$ cat config.mk
export PLATFORM = sky130hd
export DESIGN_NAME = lcd_sequencer
export DESIGN_NICKNAME = d
export VERILOG_FILES = /design/src/rtl/lcd_seq_pkg.sv /design/src/rtl/lcd_seq_timer.sv /design/src/rtl/lcd_sequencer.sv
export SDC_FILE = /design/constraint.sdc
export NUM_CORES = 1
export LEC_CHECK = 0
export ABC_AREA = 0
export CAP_MARGIN = 20
export CORE_UTILIZATION = 41
export DETAILED_ROUTE_END_ITERATION = 8
export GPL_TIMING_DRIVEN = 0
export PLACE_DENSITY_LB_ADDON = 0.05
export SLEW_MARGIN = 0
export SYNTH_ARGS = -nofsm -noshare
export SYNTH_HDL_FRONTEND = slang
export SYNTH_SLANG_ARGS = --single-unit
$ cat constraint.sdc
create_clock -name clk -period 2.6 [get_ports clk]
set_input_delay 0.78 -clock clk [delete_from_list [all_inputs] [get_ports clk]]
set_output_delay 0.78 -clock clk [all_outputs]
set_load 0.05 [all_outputs]
$ cat src/rtl/lcd_seq_pkg.sv
// lcd_seq_pkg: shared types and constants for the LCD bus sequencer.
// Holds the FSM state encoding, opcode constants, the power-on init ROM
// and the opcode -> execution-wait classifier.
package lcd_seq_pkg;

    typedef enum logic [2:0] {
        ST_POWERON,
        ST_INIT,
        ST_IDLE,
        ST_SETUP,
        ST_PULSE,
        ST_HOLD,
        ST_WAIT,
        ST_DONE
    } lcd_state_e;

    localparam logic [7:0] OP_NOP    = 8'h00;
    localparam logic [7:0] OP_WRITE  = 8'h25;
    localparam logic [7:0] CMD_CLEAR = 8'h01;
    localparam logic [7:0] CMD_HOME  = 8'h02;

    // Controller init: 8-bit/2-line, display on, clear, entry mode.
    // Element 0 is issued first.
    localparam int INIT_LEN = 4;
    localparam logic [INIT_LEN-1:0][7:0] INIT_ROM = {8'h06, 8'h01, 8'h0C, 8'h38};

    // Clear (0x01) and home (0x02/0x03, bit 0 is don't-care) need the long wait.
    function automatic logic wait_is_long(input logic [7:0] op);
        return (op == CMD_CLEAR) || (op[7:1] == CMD_HOME[7:1]);
    endfunction

endpackage

$ cat src/rtl/lcd_seq_timer.sv
// lcd_seq_timer: loadable down-counter shared by all timed FSM states.
// A load of N-1 yields exactly N clk_en-qualified cycles until zero is seen.
// The counter pauses (and ignores load) while clk_en is low.
module lcd_seq_timer #(
    parameter int             W       = 20,
    parameter logic [W-1:0]   RST_VAL = '0
) (
    input  logic         clk,
    input  logic         reset,
    input  logic         clk_en,
    input  logic         load,
    input  logic [W-1:0] load_val,
    output logic         zero
);

    logic [W-1:0] cnt_q, cnt_d;

    // Next count: load wins, otherwise count down and stick at zero.
    always_comb begin
        cnt_d = cnt_q;
        if (clk_en) begin
            if (load) begin
                cnt_d = load_val;
            end else if (cnt_q != '0) begin
                cnt_d = cnt_q - W'(1);
            end
        end
    end

    // Counter register; reset value lets the power-on wait start counting at once.
    always_ff @(posedge clk or negedge reset) begin
        if (!reset) begin
            cnt_q <= RST_VAL;
        end else begin
            cnt_q <= cnt_d;
        end
    end

    assign zero = (cnt_q == '0);

endmodule

$ cat src/rtl/lcd_sequencer.sv
// lcd_sequencer: custom-instruction slave that owns the HD44780 LCD bus.
// One opcode per start/done transaction; drives RS/DATA with setup, enable
// pulse and hold timing, then waits out the controller execution time.
// Define LCD_SEQ_INIT_EN to build the power-on wait and init sequence.
module lcd_sequencer
    import lcd_seq_pkg::*;
#(
    parameter int unsigned SETUP_CYC      = 3,
    parameter int unsigned EN_PULSE_CYC   = 25,
    parameter int unsigned HOLD_CYC       = 3,
    parameter int unsigned SHORT_WAIT_CYC = 2000,
    parameter int unsigned LONG_WAIT_CYC  = 82000,
    parameter int unsigned POWERON_CYC    = 750000
) (
    input  logic        clk,
    input  logic        reset,
    input  logic        clk_en,
    input  logic        start,
    input  logic [31:0] dataa,
    input  logic [31:0] datab,
    output logic        done,
    output logic [31:0] result,
    output logic [7:0]  lcd_data,
    output logic        lcd_rs,
    output logic        lcd_rw,
    output logic        lcd_en,
    output logic        lcd_backlight
);

    // Counter is sized for the longest waits; shorter phases fit trivially.
    localparam int unsigned MAX_CYC = (LONG_WAIT_CYC > POWERON_CYC) ? LONG_WAIT_CYC : POWERON_CYC;
    localparam int CNT_W = (MAX_CYC > 2) ? $clog2(MAX_CYC) : 1;

    localparam logic [CNT_W-1:0] LD_SETUP = CNT_W'(SETUP_CYC - 1);
    localparam logic [CNT_W-1:0] LD_PULSE = CNT_W'(EN_PULSE_CYC - 1);
    localparam logic [CNT_W-1:0] LD_HOLD  = CNT_W'(HOLD_CYC - 1);
    localparam logic [CNT_W-1:0] LD_SHORT = CNT_W'(SHORT_WAIT_CYC - 1);
    localparam logic [CNT_W-1:0] LD_LONG  = CNT_W'(LONG_WAIT_CYC - 1);
`ifdef LCD_SEQ_INIT_EN
    localparam logic [CNT_W-1:0] TMR_RST  = CNT_W'(POWERON_CYC - 1);
    localparam lcd_state_e       ST_RST   = ST_POWERON;
`else
    localparam logic [CNT_W-1:0] TMR_RST  = '0;
    localparam lcd_state_e       ST_RST   = ST_IDLE;
`endif

    lcd_state_e  state_q, state_d;
    logic        rs_q, rs_d;
    logic [7:0]  data_q, data_d;
    logic [31:0] result_q, result_d;
    logic        long_q, long_d;
    logic        en_q, en_d;
    logic        done_q, done_d;
    logic        bl_q;
`ifdef LCD_SEQ_INIT_EN
    logic [1:0]  idx_q, idx_d;
    logic        init_q, init_d;
`endif

    logic             tmr_load;
    logic [CNT_W-1:0] tmr_val;
    logic             tmr_zero;

    logic [7:0] op;
    logic       is_write;
    logic       unused_hi;

    assign op        = dataa[7:0];
    assign is_write  = (op == OP_WRITE);
    assign unused_hi = ^{dataa[31:8], datab[31:8]};

    lcd_seq_timer #(
        .W       (CNT_W),
        .RST_VAL (TMR_RST)
    ) u_timer (
        .clk      (clk),
        .reset    (reset),
        .clk_en   (clk_en),
        .load     (tmr_load),
        .load_val (tmr_val),
        .zero     (tmr_zero)
    );

    // Next-state, bus word latch and timer loads; everything holds while clk_en is low.
    always_comb begin
        state_d  = state_q;
        rs_d     = rs_q;
        data_d   = data_q;
        result_d = result_q;
        long_d   = long_q;
        tmr_load = 1'b0;
        tmr_val  = '0;
`ifdef LCD_SEQ_INIT_EN
        idx_d    = idx_q;
        init_d   = init_q;
`endif
        if (clk_en) begin
            case (state_q)
                ST_IDLE: begin
                    if (start) begin
                        if (op == OP_NOP) begin
                            state_d = ST_DONE;
                        end else begin
                            rs_d     = is_write;
                            data_d   = is_write ? datab[7:0] : op;
                            result_d = {23'b0, is_write, (is_write ? datab[7:0] : op)};
                            long_d   = wait_is_long(op);
                            state_d  = ST_SETUP;
                            tmr_load = 1'b1;
                            tmr_val  = LD_SETUP;
                        end
                    end
                end
                ST_SETUP: begin
                    if (tmr_zero) begin
                        state_d  = ST_PULSE;
                        tmr_load = 1'b1;
                        tmr_val  = LD_PULSE;
                    end
                end
                ST_PULSE: begin
                    if (tmr_zero) begin
                        state_d  = ST_HOLD;
                        tmr_load = 1'b1;
                        tmr_val  = LD_HOLD;
                    end
                end
                ST_HOLD: begin
                    if (tmr_zero) begin
                        state_d  = ST_WAIT;
                        tmr_load = 1'b1;
                        tmr_val  = long_q ? LD_LONG : LD_SHORT;
                    end
                end
                ST_WAIT: begin
                    if (tmr_zero) begin
`ifdef LCD_SEQ_INIT_EN
                        // Init words finish silently; the last one drops into IDLE.
                        if (init_q) begin
                            if (idx_q == 2'(INIT_LEN - 1)) begin
                                init_d  = 1'b0;
                                state_d = ST_IDLE;
                            end else begin
                                idx_d   = idx_q + 2'd1;
                                state_d = ST_INIT;
                            end
                        end else begin
                            state_d = ST_DONE;
                        end
`else
                        state_d = ST_DONE;
`endif
                    end
                end
                ST_DONE: begin
                    state_d = ST_IDLE;
                end
`ifdef LCD_SEQ_INIT_EN
                ST_POWERON: begin
                    if (tmr_zero) begin
                        state_d = ST_INIT;
                    end
                end
                ST_INIT: begin
                    rs_d     = 1'b0;
                    data_d   = INIT_ROM[idx_q];
                    result_d = {23'b0, 1'b0, INIT_ROM[idx_q]};
                    long_d   = wait_is_long(INIT_ROM[idx_q]);
                    state_d  = ST_SETUP;
                    tmr_load = 1'b1;
                    tmr_val  = LD_SETUP;
                end
`endif
                default: begin
                    state_d = ST_IDLE;
                end
            endcase
        end
        // Registered strobes follow the next state so they are glitch-free.
        en_d   = (state_d == ST_PULSE);
        done_d = (state_d == ST_DONE);
    end

    // State and output registers; async reset drops lcd_en and done immediately.
    always_ff @(posedge clk or negedge reset) begin
        if (!reset) begin
            state_q  <= ST_RST;
            rs_q     <= 1'b0;
            data_q   <= 8'h00;
            result_q <= 32'h0;
            long_q   <= 1'b0;
            en_q     <= 1'b0;
            done_q   <= 1'b0;
            bl_q     <= 1'b0;
        end else begin
            state_q  <= state_d;
            rs_q     <= rs_d;
            data_q   <= data_d;
            result_q <= result_d;
            long_q   <= long_d;
            en_q     <= en_d;
            done_q   <= done_d;
            bl_q     <= 1'b1;
        end
    end

`ifdef LCD_SEQ_INIT_EN
    // Init sequence progress; restarts from the first ROM word on every reset.
    always_ff @(posedge clk or negedge reset) begin
        if (!reset) begin
            idx_q  <= 2'd0;
            init_q <= 1'b1;
        end else begin
            idx_q  <= idx_d;
            init_q <= init_d;
        end
    end
`endif

    assign done          = done_q;
    assign result        = result_q;
    assign lcd_data      = data_q;
    assign lcd_rs        = rs_q;
    assign lcd_rw        = 1'b0;
    assign lcd_en        = en_q;
    assign lcd_backlight = bl_q;

endmodule

==> results of run 1 <==
timing repair:
item / 4_1_cts / 5_1_grt
setup buffers: 1 / 3
endpoints found under the setup margin: 22 / 21
gates cloned: 1 / 0
hold buffers: 0 / 0
resized for setup: 7 / 16
pin swaps: 1 / 5
path summary, 6_finish.rpt:
check / startpoint / endpoint / slack (ps) / cells past startpoint
setup reg to reg: u_timer.cnt_q[2] / u_timer.cnt_q[19] / 140 / 6
hold reg to reg: lcd_rs / lcd_rs / 500 / 2
setup / recovery: dataa[3] / u_timer.cnt_q[9] / 120 / 8
hold / removal: lcd_rs / lcd_rs / 500 / 2
max in group asynchronous: reset / u_timer.cnt_q[9] / 1500 / 1
min in group asynchronous: reset / u_timer.cnt_q[0] / 580 / 1
placed cells by master, fill, tap and decap left out, types with 2 or more instances in the layout:
cell type	netlist	routed
o21a_1	2	2
inv_1	9	9
nand3_1	8	7
and2_1	2	2
clkdlybuf4s50_1	0	38
or3_1	3	3
o31ai_1	2	2
nand2_1	20	19
a22oi_1	5	5
conb_1	2	25
nand3b_1	2	2
ha_1	2	2
nand2b_1	3	3
xnor2_1	7	7
o22ai_1	8	8
a21o_1	2	2
o21ai_0	3	3
nor2b_1	3	2
nor3b_1	2	2
buf_2	3	2
nor3_1	11	10
nor4_1	5	4
nor2_1	23	23
buf_4	33	38
a2bb2oi_1	3	3
a311oi_1	2	2
nand4_1	3	3
a31oi_1	2	2
and3_1	9	8
clkbuf_8	0	5
or2_2	2	2
a211oi_2	4	4
nor4_4	0	2
xor2_1	2	2
clkbuf_1	5	6
a21oi_1	9	8
dfrtp_1	35	35
or4_1	2	2
and4_1	2	2
registers in the layout, indices dropped and copies added (netlist names):
register,count
done,1
lcd_backlight,1
lcd_data,7
lcd_en,1
lcd_rs,1
long_q,1
result,1
state_q,3
u_timer.cnt_q,20
where the power goes:
part	internal, W	total, W	switching (W)	leakage (nW)
registers	0.000768	0.000973	0.000205	0.455
clock network	0.000188	0.000382	0.000194	0.0422
logic	0.000715	0.00177	0.00105	0.921
total	0.00167	0.00312	0.00145	1.42
critical path, delay by kind of cell:
| family | cells | cell delay [ps] |
|---|---|---|
| simple gates | 3 | 780 |
| buf+inv | 2 | 620 |
| compound gates | 3 | 490 |
metal layers:
metal / part of all wire / up-vias / global-route usage
met5: 0 / - / 0
met4: 0.014 / 0 / 0.06226
met3: 0.049 / 8 / 0.04167
met2: 0.45 / 48 / 0.2955
met1: 0.48 / 936 / 0.2652
li1: - / 1006 / -
logic make-up after synthesis:
group	count (synthesis)
compound gates	46
other cells	2
simple gates	109
fa+ha+maj	2
flops	36
xor+xnor	9
mux	1
buf+inv	51
metrics by stage:
stage / setup TNS [ps] / hold slack (ps) / utilization
3_5_place_dp: -11570 / 493.4 / 0.5463
6_report: 0 / 502.4 / 0.5871
4_1_cts: 0 / 512.1 / 0.5708
5_1_grt: 0 / 557.2 / 0.5871
2_1_floorplan: 0 / 484.4 / -
3_3_place_gp: -18370 / 488.7 / 0.5472
cell type report:
cell class                      instances  area, um2  share of cell area
Multi-Input combinational cell        192       1247              0.4032
Sequential cell                        36      902.1              0.2915
Clock buffer                            7      76.32             0.02467
Clock inverter                          1      5.005            0.001617
Inverter                                9      33.78             0.01092
Buffer                                 42      306.5             0.09907
Timing Repair Buffer                   45      435.4              0.1407
Tap cell                               70      87.58             0.02831
==> results by group, run 1 <==
Run status
  – Status: complete, no violations

Placement
  – Gp weighted congestion: 0.8591
  – I/O Buffers: 40
  – Placed cell areas: 2879 um2
  – DP HPWL: 3993 um
  – DP Cell Count: 389
  – Dpl ws: -588.1 ps

CTS
  – CTS tree: done
  – CTS sink cnt: 36
  – Clock Tree Root: clkbuf_8
  – CTS buffer count: 5
  – CTS HTree Levels: 2
  – Clk slew on worst S/H paths: 70 ps
  – Clock Latency Late Sink: 290 ps
  – Max clock buf depth: 2

Cells and area
  – Antenna diodes: 0
  – Fill cells: 493
  – Non-filler cells, final: 402
  – Area growth from synthesis to layout: 33.97%
  – Share of cells above drive strength 1: 0.2169
  – Nets: 401
  – Post-Layout Inst Area: 3094 um2

Synth
  – Post-Synth Simple-Gate Area: 0.2654
  – Synthesized area per cell: 9.022 um2
  – Synth cell types: 51
  – Post-synth EDFFs: 0
  – Synth area leaders: dfrtp_1 38%, buf_4 11%, nor2_1 3.7%, nand2_1 3.3%, xnor2_1 2.7%
  – Cells after Synth: 256
  – Synth Area in Compound Gates: 0.1501
  – Synth top area share: 0.3792
  – Area leader, netlist: dfrtp_1
  – Ys Warns: 0
  – Synth Flop Type: dfrtp_1
  – Top-count cell post-synth: dfrtp_1
  – Syn Std Cell Area: 2310 um2
  – Mux contribution to synthesized area: 0.004334
  – Most frequent cells after synthesis: 35 x dfrtp_1, 33 x buf_4, 23 x nor2_1
  – Seq cells post-synth: 36
  – Synth Area in Adders: 0.01083
  – Sequential area share after synthesis: 0.3906
  – Largest family of logic cells by synthesized area: simple AND/OR/NAND/NOR gates
  – Async set-reset flop share out of synthesis: 1.000
  – Synth Area in XOR/XNOR: 0.03413

Die
  – Die W: 77.06 um
  – Rows: 26
  – DIE AREA: 5937 um2
  – Core ar.: 5270 um2
  – Num ports: 113
  – Initial core utilization: 0.4383
  – DIE HEIGHT: 77.06 um

Timing
  – Post-route minimum period: 2484 ps
  – Slew margin rel.: 0.4593
  – Tcrit/Tclk final: 0.9553
  – Clk_skew: 10.73 ps
  – Hold Vio Cnt, Final: 0
  – Slew Limit Fails: 0
  – Setup ws final: 116.1 ps
  – Final setup vio count: 0
  – RSZ-0062 raised after global routing: no
  – Worst-margin pin slew: 811.0 ps
  – Max Freq: 402.6 MHz

Job
  – Max-cap violations: 0

Detailed routing
  – Vias/cell: 4.970
  – DRT iter0 DRCs: 77
  – DR WL/cell: 13.51 um
  – Initial DRT Pass Iterations: 4
  – Vias: 1998
  – DR DRC count: 0
  – Antenna Violating Nets Remaining: 0
  – DRT Wirelength: 5430 um

Min path
  – Hold Crit Class: register to register

Setup path
  – CP Cell Sequence: clkdlybuf4s50_1, nor4_4, nand3_4, a21oi_2, a211oi_4, buf_4, and2b_4, a211oi_2
  – Setup crit end kind: register
  – Slowest stage delay, CP: 470 ps
  – Startpoint types: primary input
  – Kind of critical path: primary input to register
  – Data required, critical path: 2800 ps
  – Worst path arrival time: 2680 ps
  – CP Max Fanout: 7
  – Slowest CP cell: clkdlybuf4s50_1

Global routing
  – GRT Util Overall: 0.1914
  – Vias in the first global route: 1851
  – First-pass GRT wire length: 8976 um
  – Largest net degree at the start of global routing: 37
  – Gr ovfl total: 0
  – Initial antenna violation count: 0

Pwr
  – Pwr Density: 1009 nW/um2
  – Max VDD drop: 0.5529 mV
  – Overall power consumption: 0.003121 W
  – Leak Pwr: 1.418 nW
(Power assumes the default switching activity.)
==> run 2: changes to the inputs <==
CAP_MARGIN = unset   (was 20)
==> results of run 2 <==
No change in the layout: final DEF, timing and power equal those of run 1.
==> run 3: changes to the inputs <==
CORE_UTILIZATION = 42   (was 41)
PLACE_DENSITY_LB_ADDON = 0.1   (was 0.05)
SYNTH_HIERARCHICAL = 1   (was unset)
==> run 3 against run 2 <==
  * The run now ends with setup timing left
  * Worst setup slack got worse by 380 ps
  * Maximum frequency fell by 13%
  * Utilization rose by 11 points
  * Register-to-register slack got worse by 410 ps
  * Critical path depth rose by 1
  * Clock skew fell by 0.86 ps
  * Clock power rose by 8.6%
  * Sequential cell count did not move
  * Synthesized area rose by 9.6%
  * Sequential power fell by 29%
  * Synthesized cell count rose by 14%
  * Critical path type is now register to register
==> results by group, run 3 <==
Run status
  – Status: finished, violations left (was complete, no violations)
  – Violated checks: setup timing

Timing
  – Slew margin rel.: 0.3757 (was 0.4593)
  – Max Freq: 348.6 MHz (was 402.6 MHz)
  – Clk_skew: 9.863 ps (was 10.73 ps)
  – Post-route minimum period: 2868 ps (was 2484 ps)
  – Slew Limit Fails: 0 (unchanged)
  – Hold Vio Cnt, Final: 0 (unchanged)
  – WHS: 522.3 ps (was 502.4 ps)
  – RSZ-0062 raised after global routing: yes (was no)
  – Tcrit/Tclk final: 1.103 (was 0.9553)
  – Final setup vio count: 24 (was 0)
  – Setup ws final: -268.4 ps (was 116.1 ps)
  – Worst-margin pin slew: 929.3 ps (was 811.0 ps)

Pwr
  – Psw: 0.0006195 W (was 0.001449 W)
  – Leak Pwr: 1.736 nW (was 1.418 nW)
  – Overall power consumption: 0.001691 W (was 0.003121 W)
  – Clk network pwr share: 0.245 (was 0.122)
  – Sequential group share of total power: 0.407 (was 0.312)
  – Max VDD drop: 0.3151 mV (was 0.5529 mV)
  – P_int: 0.001072 W (was 0.001672 W)
  – Combinational Power Share: 0.347 (was 0.566)
  – Pwr Density: 432.4 nW/um2 (was 1009 nW/um2)
  – Sw frac: 0.3663 (was 0.4644)

Setup path
  – Kind of critical path: register to register (was primary input to register)
  – CP Cell Sequence: or4_4, or4_4, nor2_4, nand2_2, or3_4, nor2_4, nand2_2, o31ai_2, a22o_1 (was clkdlybuf4s50_1, nor4_4, nand3_4, a21oi_2, a211oi_4, buf_4, and2b_4, a211oi_2)
  – Startpoint types: register (was primary input)
  – Worst R2R End: u_timer/cnt_q[10] (was u_timer.cnt_q[19])
  – Worst r2r src: u_timer/cnt_q[16] (was u_timer.cnt_q[2])
  – Slowest CP cell: or4_4 (was clkdlybuf4s50_1)
  – CP startpoint: u_timer/cnt_q[16] (was dataa[3])
  – CP Max Fanout: 5 (was 7)
  – Data required, critical path: 2820 ps (was 2800 ps)
  – Setup crit end kind: register (unchanged)
  – Worst path arrival time: 3090 ps (was 2680 ps)
  – Worst reg-to-reg setup slack: -270 ps (was 140 ps)
  – Slowest stage delay, CP: 590 ps (was 470 ps)
  – R2R depth: 9 (was 6)

Synth
  – Top-count cell post-synth: dfrtp_1 (unchanged)
  – Async set-reset flop share out of synthesis: 1.000 (unchanged)
  – Sequential area share after synthesis: 0.3562 (was 0.3906)
  – Seq cells post-synth: 36 (unchanged)
  – Synth top area share: 0.3458 (was 0.3792)
  – Cells after Synth: 293 (was 256)
  – Synthesized area per cell: 8.643 um2 (was 9.022 um2)
  – Syn Std Cell Area: 2532 um2 (was 2310 um2)
  – Area leader, netlist: dfrtp_1 (unchanged)
  – Most frequent cells after synthesis: 35 x dfrtp_1, 34 x buf_4, 26 x nand2_1 (was 35 x dfrtp_1, 33 x buf_4, 23 x nor2_1)
  – Synth Flop Type: dfrtp_1 (unchanged)
  – Ys Warns: 6 (was 0)
  – Synth cell types: 60 (was 51)
  – Synth area leaders: dfrtp_1 35%, buf_4 10%, mux2i_1 4.0%, nand2_1 3.9%, a21oi_1 3.4% (was dfrtp_1 38%, buf_4 11%, nor2_1 3.7%, nand2_1 3.3%, xnor2_1 2.7%)
  – Post-synth EDFFs: 0 (unchanged)

Cells and area
  – Area growth from synthesis to layout: 54.45% (was 33.97%)
  – Most flops, register: u_timer/cnt_q (was u_timer.cnt_q)
  – Number of flip-flops in the largest register: 20 (unchanged)
  – Nets: 479 (was 401)
  – Most frequent cells in the layout: 66 x buf_4, 34 x dfrtp_1, 33 x conb_1, 31 x clkdlybuf4s50_1, 21 x nand2_1 (was 38 x buf_4, 38 x clkdlybuf4s50_1, 35 x dfrtp_1, 25 x conb_1, 23 x nor2_1)
  – Antenna diodes: 0 (unchanged)
  – Fill cells: 436 (was 493)
  – Util after Layout: 0.6933 (was 0.5871)
  – Share of cells above drive strength 1: 0.3610 (was 0.2169)
  – Area of the multi-input gates: 1625 um2 (was 1247 um2)
  – Commonest non-fill, non-tap cell in the layout: buf_4
  – Seq. cell area: 903.4 um2 (was 902.1 um2)

Die
  – Initial core utilization: 0.4489 (was 0.4383)
  – Rows: 27 (was 26)
  – DIE AREA: 6344 um2 (was 5937 um2)
  – Die W: 79.65 um (was 77.06 um)
  – DIE HEIGHT: 79.65 um (was 77.06 um)
  – Core ar.: 5642 um2 (was 5270 um2)
  – Num ports: 113 (unchanged)

Global routing
  – Gr ovfl total: 0 (unchanged)
  – Largest net degree at the start of global routing: 37 (unchanged)
  – Initial antenna violation count: 0 (unchanged)
  – Vias in the first global route: 2443 (was 1851)
  – First-pass GRT wire length: 12050 um (was 8976 um)
  – GRT Util Overall: 0.2479 (was 0.1914)

CTS
  – CTS tree: done (unchanged)
  – Max clock buf depth: 2 (unchanged)
  – CTS sink cnt: 36 (unchanged)
  – Clock Latency Late Sink: 290 ps (about the same)
  – CTS HTree Levels: 2 (unchanged)
  – Clock Tree Root: clkbuf_8 (unchanged)
  – Clk slew on worst S/H paths: 80 ps (was 70 ps)
  – CTS buffer count: 5 (unchanged)

Placement
  – I/O Buffers: 40 (unchanged)
  – DP HPWL: 4771 um (was 3993 um)
  – Gp weighted congestion: 0.9053 (was 0.8591)
  – Dpl ws: -788.3 ps (was -588.1 ps)

Detailed routing
  – DR WL/cell: 16.15 um (was 13.51 um)
  – DR DRC count: 0 (unchanged)
  – Initial DRT Pass Iterations: 5 (was 4)
  – Vias/cell: 5.504 (was 4.970)
  – Vias: 2653 (was 1998)
  – Antenna Violating Nets Remaining: 0 (unchanged)
  – DRT iter0 DRCs: 195 (was 77)
  – DRT Wirelength: 7784 um (was 5430 um)

Min path
  – Min-Delay Endpoint: lcd_data[6] (was lcd_rs)
  – Hold Startpoint: lcd_data[6] (was lcd_rs)
  – Hold Crit Class: register to register (unchanged)
  – Hold path depth: 2 (unchanged)

Job
  – Max-cap violations: 0 (unchanged)
## run 3: changes by cell type after synthesis, sizes merged, moves of 5 or more
cell and delta:
a21oi +8, and3 -7, clkbuf +6, mux2i +9
nand2 +6, nor2 -8, nor3 -5, o211ai +5
o21ai +8, o311ai +5, or4 +7, xnor2 -7
## run 3: metal layers
| metal | track usage | vias up | wire [um] |
|---|---|---|---|
| met5 | 0 | - | 0 |
| met4 | 0.09091 | 0 | 197 |
| met3 | 0.04571 | 24 | 588 |
| met2 | 0.3966 | 146 | 3591 |
| met1 | 0.3312 | 1242 | 3406 |
| li1 | - | 1241 | - |
## run 3: power groups by stage
| stage | Sequential, W | Combinational [W] | Clock, W |
|---|---|---|---|
| 2_1_floorplan | 0.000726 | 0.000302 | 0 |
| 3_3_place_gp | 0.000687 | 0.000477 | 0 |
| 3_5_place_dp | 0.000690 | 0.000481 | 0 |
| 4_1_cts | 0.000677 | 0.000511 | 0.000427 |
| 5_1_grt | 0.000695 | 0.000624 | 0.000452 |
| 6_report | 0.000689 | 0.000587 | 0.000415 |
## run 3: worst max path at each step
stage | endpoint | slack, ps | depth (start not counted)
final | u_timer/cnt_q[10] | -270 | 9
after global routing | u_timer/cnt_q[3] | -320 | 12
after CTS | u_timer/cnt_q[3] | -320 | 13
after detailed placement | u_timer/cnt_q[6] | -790 | 10
after global placement | u_timer/cnt_q[6] | -770 | 10
after floorplan | u_timer/cnt_q[16] | -290 | 12
## run 3: cells by family after synthesis
| kind of cell | count (synthesis) | share of synthesized area |
|---|---|---|
| compound gates | 75 | 0.2041 |
| other cells | 2 | 0.002966 |
| mux | 10 | 0.03953 |
| flops | 36 | 0.3562 |
| buf+inv | 60 | 0.1428 |
| simple gates | 108 | 0.2446 |
| fa+ha+maj | 2 | 0.009880 |
## run 3: cell type report
cell class | instances | share of cell area
Buffer | 45 | 0.09789
Clock buffer | 8 | 0.02303
Inverter | 12 | 0.01408
Multi-Input combinational cell | 228 | 0.4155
Sequential cell | 36 | 0.2310
Tap cell | 72 | 0.02303
Timing Repair Buffer | 81 | 0.1955
## run 3: what timing repair did
item / CTS / global route
buffers inserted: 22 / 17
setup endpoints to repair: 22 / 25
gates resized for setup: 33 / 44
endpoints found under the hold margin: 0 / 0
pin swaps: 20 / 24
hold buffers: 0 / 0
gates cloned: 2 / 0
## run 3: through the flow
| stage | instances | setup TNS [ps] | area [um2] |
|---|---|---|---|
| after floorplan | 324 | -3984 | 2746 |
| after global placement | 436 | -18360 | 3237 |
| after detailed placement | 436 | -12460 | 3232 |
| after CTS | 468 | -5455 | 3665 |
| after global routing | 482 | -5576 | 3911 |
| final | 482 | -4090 | 3911 |
## run 3: worst max-delay path, delay by kind of cell (launching register included)
family             cells  cell delay [ps]
DFF                    1              400
and+or+nand+nor        7             2140
AOI/OAI and AO/OA      2              240
